$ cat src/rtl/gate_sweep_pkg.sv
// Shared types and the truth-table reference for the basic-gate sweep checker.
// Bit order of the gate vector matches the y port of gate_sweep_checker.
package gate_sweep_pkg;

  typedef enum logic [1:0] {
    ST_IDLE   = 2'd0,
    ST_SETTLE = 2'd1,
    ST_CHECK  = 2'd2,
    ST_DONE   = 2'd3
  } state_t;

  localparam int IDX_NOT   = 0;
  localparam int IDX_AND   = 1;
  localparam int IDX_OR    = 2;
  localparam int IDX_NAND  = 3;
  localparam int IDX_NOR   = 4;
  localparam int IDX_XOR   = 5;
  localparam int IDX_XNOR  = 6;
  localparam int NUM_GATES = 7;

  function automatic logic [NUM_GATES-1:0] gate_expect(input logic a, input logic b);
    logic [NUM_GATES-1:0] e;
    e[IDX_NOT]  = ~a;
    e[IDX_AND]  = a & b;
    e[IDX_OR]   = a | b;
    e[IDX_NAND] = ~(a & b);
    e[IDX_NOR]  = ~(a | b);
    e[IDX_XOR]  = a ^ b;
    e[IDX_XNOR] = ~(a ^ b);
    return e;
  endfunction

endpackage

$ cat src/rtl/gate_sweep_checker_err_accum.sv
// Error accumulator: counts mismatching bits of one gate vector and adds them
// into a saturating counter that can be cleared at the start of a sweep.
module err_accum
  import gate_sweep_pkg::*;
#(
  parameter int ERR_W = 5
) (
  input  logic                 clk,
  input  logic                 rst_n,
  input  logic                 clr,
  input  logic                 acc_en,
  input  logic [NUM_GATES-1:0] mm,
  output logic [ERR_W-1:0]     err_count
);

  function automatic logic [2:0] popcount7(input logic [NUM_GATES-1:0] v);
    logic [2:0] n;
    n = '0;
    for (int i = 0; i < NUM_GATES; i++) begin
      n = n + 3'(v[i]);
    end
    return n;
  endfunction

  // Three guard bits absorb the largest increment, so any carry into them means overflow.
  function automatic logic [ERR_W-1:0] sat_add(input logic [ERR_W-1:0] acc, input logic [2:0] inc);
    logic [ERR_W+2:0] s;
    s = (ERR_W+3)'(acc) + (ERR_W+3)'(inc);
    if (s[ERR_W+2:ERR_W] != 3'd0) begin
      return '1;
    end
    return s[ERR_W-1:0];
  endfunction

  always_ff @(posedge clk or negedge rst_n) begin
    if (!rst_n) begin
      err_count <= '0;
    end else if (clr) begin
      err_count <= '0;
    end else if (acc_en) begin
      err_count <= sat_add(err_count, popcount7(mm));
    end
  end

endmodule

$ cat config.mk
export PLATFORM = sky130hd
export DESIGN_NAME = err_accum
export DESIGN_NICKNAME = d
export VERILOG_FILES = /design/src/rtl/gate_sweep_pkg.sv /design/src/rtl/gate_sweep_checker_err_accum.sv
export SDC_FILE = /design/constraint.sdc
export NUM_CORES = 1
export LEC_CHECK = 0
export BUFFER_PORTS_ARGS = -buffer_cell sky130_fd_sc_hd__buf_2
export CAP_MARGIN = 20
export CORE_MARGIN = 3
export CORE_UTILIZATION = 35
export CTS_CLUSTER_SIZE = 28
export DETAILED_ROUTE_END_ITERATION = 12
export SLEW_MARGIN = 20
export SYNTH_ARGS = -nofsm -noshare
export SYNTH_HDL_FRONTEND = slang
export SYNTH_SLANG_ARGS = --single-unit
$ cat constraint.sdc
create_clock -name clk -period 2.3 [get_ports clk]
set_input_delay 0.23 -clock clk [delete_from_list [all_inputs] [get_ports clk]]
set_output_delay 0.23 -clock clk [all_outputs]
set_load 0.005 [all_outputs]
==> Yosys cells after proc, flatten, opt, wreduce, memory -nomap -nowiden <==
Index checks and enable logic that the tools add are counted.
{ "word_totals": {"reg_bits": 5, "inputBits": 11, "wordCells": 17, "output_inout_bits": 5} }
{ "op_classes": {"mux": 7, "reduce_logical": 2, "add_sub_neg": 7} }
{ "op_table": {"columns": ["operator", "n"], "rows": [
  ["5-bit 2-to-1 mux", 4],
  ["3-bit by 1-bit adder with 3-bit output", 4],
  ["5-bit by 3-bit adder with 6-bit output", 1],
  ["2-bit by 1-bit adder with 3-bit output", 1],
  ["1-bit 2-to-1 mux", 3],
  ["3-bit nonzero test", 1],
  ["1-bit by 1-bit adder with 2-bit output", 1],
  ["2-bit nonzero test", 1]
]} }

==> Longest topological paths before layout <==
{ "logic_depth": {"ltp_word": 14, "mapped_depth": 11, "mapped_depth_nobuf": 11} }

==> Least setup slack after synthesis <==
OpenSTA, ideal clock, no wires.
{ "synth_timing": {"kind": "input to register", "from": "input port mm[0]", "to": "register err_count[2]", "setup_slack_ps": -719, "setup_time_ps": 111, "t_required_ps": 2189, "path_buffers": 0, "arrival_time_ps": 2907, "cell_stages": 11, "cell_sequence": "fa_1 inv_1 fa_1 fa_1 inv_1 ha_1 inv_1 fa_1 xnor2_1 nor3b_1 a2111oi_2"} }
{ "synth_via": {"elab_chain_len": 14} }
{ "synth_lines": {"columns": ["item", "line_no", "rtl"], "rows": [
  ["start: declaration", "gate_sweep_checker_err_accum.sv:12", "input logic [NUM_GATES-1:0] mm,"],
  ["1-bit by 1-bit adder with 2-bit output (*)", "gate_sweep_checker_err_accum.sv:20", "n = n + 3'(v[i]);"],
  ["2-bit by 1-bit adder with 3-bit output (*)", "gate_sweep_checker_err_accum.sv:20", null],
  ["3-bit by 1-bit adder with 3-bit output (*) (4 in series)", "gate_sweep_checker_err_accum.sv:20", null],
  ["5-bit by 3-bit adder with 6-bit output (*)", "gate_sweep_checker_err_accum.sv:28", "s = (ERR_W+3)'(acc) + (ERR_W+3)'(inc);"],
  ["3-bit nonzero test", "gate_sweep_checker_err_accum.sv:29", "if (s[ERR_W+2:ERR_W] != 3'd0) begin"],
  ["1-bit 2-to-1 mux", "gate_sweep_checker_err_accum.sv:29", null],
  ["1-bit 2-to-1 mux", "gate_sweep_checker_err_accum.sv:40", "end else if (acc_en) begin"],
  ["1-bit 2-to-1 mux", "gate_sweep_checker_err_accum.sv:38", "end else if (clr) begin"],
  ["5-bit 2-to-1 mux (*)", "gate_sweep_checker_err_accum.sv:32", "return s[ERR_W-1:0];"],
  ["5-bit 2-to-1 mux (*)", "gate_sweep_checker_err_accum.sv:40", null],
  ["5-bit 2-to-1 mux (*)", "gate_sweep_checker_err_accum.sv:38", null],
  ["end signal: assignment", "gate_sweep_checker_err_accum.sv:41", "err_count <= sat_add(err_count, popcount7(mm));"],
  ["end: declaration", "gate_sweep_checker_err_accum.sv:13", "output logic [ERR_W-1:0] err_count"]
]} }
Mark *: on every way between the ends. The rest lies on a longest branch, timed or not. The select of a mux whose other input is x is not followed.
A chain may end at the register's enable or synchronous reset.

==> Worst setup path in the final report <==
{ "layout_timing": {"from": "input port mm[0]", "to": "register err_count[4]"} }
Same word-level chain as after synthesis.

==> out/results.tsv <==
stage	metric	value	unit
run_status	status	finished with violations	
run_status	failing checks	negative setup slack	
synthesis	top cells by count, synth	12 x inv_1, 7 x ha_1, 5 x a21oi_1, 5 x dfrtp_1	
floorplanning	row count	13	
synthesis	most frequent cell after synthesis	inv_1	
power_and_ir_drop	Peak VDD IR	0.000532	V
sta	Slew @ Worst Pin	254	ps
sta	fin crit share	1.26	
route	drt total wl	1280	um
layout	max reg flops	5	
global_route	Global Route Usage Sum	0.147	
clock_network	CTS Buf Count	3	
route	WL/cell	13.0	um
worst_setup_path	WS Path Type	in -> reg	
sta	RSZ-0062 raised after global routing	true	
placed_design	RePlAce Congestion	0.678	
synthesis	Synth top area share	0.226	
clock_network	Clock Latency Late Sink	250	ps
synthesis	total number of yosys warnings	0	
synthesis	ranking of synthesized cells by area	dfrtp_1 23%, ha_1 16%, fa_1 14%	
synthesis	Post-Syn Area	554	sq um
floorplanning	core box area	1400	sq um
worst_setup_path	CP Launch Type	primary input	
clock_network	CTS tree	done	
worst_setup_path	R2R setup slack	80	ps
placed_design	Placed Cells	92	
floorplanning	die height	45.8	um
route	via count	502	
floorplanning	# IOs	16	
placed_design	pre-CTS setup slack	-871	ps
layout	Antenna Diode Count	0	
synthesis	register area share after synthesis	0.226	
placed_design	# port buffers	15	
global_route	vias in the first global route	515	
floorplanning	width of the die	45.8	um
clock_network	CTS Sinks	5	
layout	Finished Layout Cells	98	
worst_setup_path	Critical Path RT	2430	ps
sta	Final Slew Violations	0	
sta	Final Skew	1.42	ps
clock_network	CTS H-Tree Depth	1	
worst_setup_path	CP Capture Type	flop	
floorplanning	Initial Util	0.396	
global_route	grt ovf	0	
synthesis	Post-synth EDFFs	0	
layout	final net count	106	
power_and_ir_drop	Leak	0.420	nW
synthesis	register bit count reported by yosys	5	
route	DRC Markers	0	
synthesis	average cell area after synthesis	9.39	sq um
sta	Final Hold Fails	0	
worst_setup_path	Worst EP arrival	3020	ps
worst_setup_path	Max Fanout on Critical Path	2	
layout	top flop regs	err_count (5)	
sta	Slew HR	0.830	
sta	final setup violation count	5	
job	max cap viols	0	
global_route	largest net degree at the start of global routing	14	
synthesis	Mapped Cells	59	
synthesis	post-synthesis cell type count	24	
sta	Max Clock Freq	345	MHz
layout	Top reg by flops	err_count	
synthesis	Synth Flop Type	dfrtp_1	
synthesis	ys async rst share	1.00	
global_route	initial antenna violation count	0	
synthesis	syn_nets	81	
synthesis	cell taking the most area after synthesis	dfrtp_1	
route	via/cell ratio	5.12	
clock_network	clock root buffer	clkbuf_4	
floorplanning	Die Footprint	2100	sq um
global_route	first-pass GRT wire length	2160	um
route	DRT iter0 DRCs	13	
clock_network	clock-pin slew on the worst setup and hold paths	40	ps
sta	Min Clock Period, post-route	2900	ps
placed_design	hpwl dp	982	um
clock_network	Longest Clk Path Bufs	2	
layout	area grow syn2layout	39.7	%
route	DRT Pass-1 Iters	4	
route	post-route antenna net violation count	0	
power_and_ir_drop	PD cells	908	nW/um^2
sta	fin worst setup slack	-597	ps
layout	share of layout cells above drive strength 1	0.398	
worst_hold_path	Hold Crit Class	in -> reg	
per-stage QoR:
step	hold WS, ps	instance area, sq um	util	power (mW)	TNS [ps]
after floorplan	-65.6	568	-	0.410	-2400
after global placement	46.8	687	0.491	0.522	-3640
after detailed placement	46.9	687	0.491	0.526	-3790
after CTS	229	761	0.544	0.674	-2680
after global routing	255	774	0.554	0.779	-2830
final	235	774	0.554	0.703	-2370
routing by layer:
layer / wire [um] / part of all wire / GRT usage / vias up
met4: 42 / 0.033 / 0.102 / 0
met3: 49 / 0.038 / 0.0119 / 5
met5: 0 / 0 / 0 / -
met1: 589 / 0.46 / 0.188 / 227
li1: - / - / - / 258
met2: 594 / 0.47 / 0.231 / 12
layout make-up:
class	count	area [sq um]
Tap cell	15	18.8
Fill cell	133	624
Clock buffer	4	26.3
Sequential cell	5	125
Multi-Input combinational cell	41	423
Timing Repair Buffer	21	136
Inverter	12	45.0
cell families (layout without fill, tap and decap cells):
group                      count (synthesis)  after routing  synth area share
and+or+nand+nor                           15             15             0.181
AOI/OAI and AO/OA                         14             14             0.185
buffers and inverters                     13             37            0.0903
adders and majority gates                 11             11             0.302
DFF                                        5              5             0.226
xor gates and xnor gates                   1              1            0.0158
cells in the final DEF (no fill, tap or decap), drive strengths merged:
cell	netlist	final
a2111oi	1	1
a21o	1	1
a21oi	5	5
a221o	1	1
a311o	2	2
and3	1	1
and3b	1	1
and4b	1	1
buf	1	20
clkbuf	0	4
dfrtp	5	5
dlygate4sd3	0	1
fa	4	4
ha	7	7
inv	12	12
nand2b	1	1
nor2	4	4
nor2b	1	1
nor3b	3	3
nor4	1	1
o211a	1	1
o21ai	3	3
or2	1	1
or4	1	1
xnor2	1	1
power breakdown:
group          switching, mW  internal [mW]  leakage, nW
clock network         0.0365         0.0656       0.0150
logic                  0.218          0.255        0.337
registers             0.0186          0.109       0.0676
worst paths after layout:
| kind | start | endpoint | cells past startpoint |
|---|---|---|---|
| max | mm[0] | err_count[4] | 13 |
| min | clr | err_count[2] | 2 |
| max reg2reg | err_count[0] | err_count[4] | 10 |
| min reg2reg | err_count[3] | err_count[3] | 1 |
| max in group asynchronous | rst_n | err_count[3] | 2 |
| min in group asynchronous | rst_n | err_count[1] | 2 |
worst max-delay path, stage by stage:
cell     delay, ps
buf_6           90
fa_1           530
inv_1           50
fa_1           450
fa_1           510
inv_2           50
ha_4           150
inv_2           50
fa_2           210
buf_4          130
nor2b_4         40
or4_1          400
o211a_1        130
what timing repair did:
action | 4_1_cts | 5_1_grt
setup endpoints to repair | 5 | 5
hold endpoints to repair | 5 | 0
hold buffers | 1 | 0
pin swaps | 4 | 4
buffers inserted | 2 | 0
resized for setup | 7 | 5
Note: power is estimated with default switching activity, not from simulation.
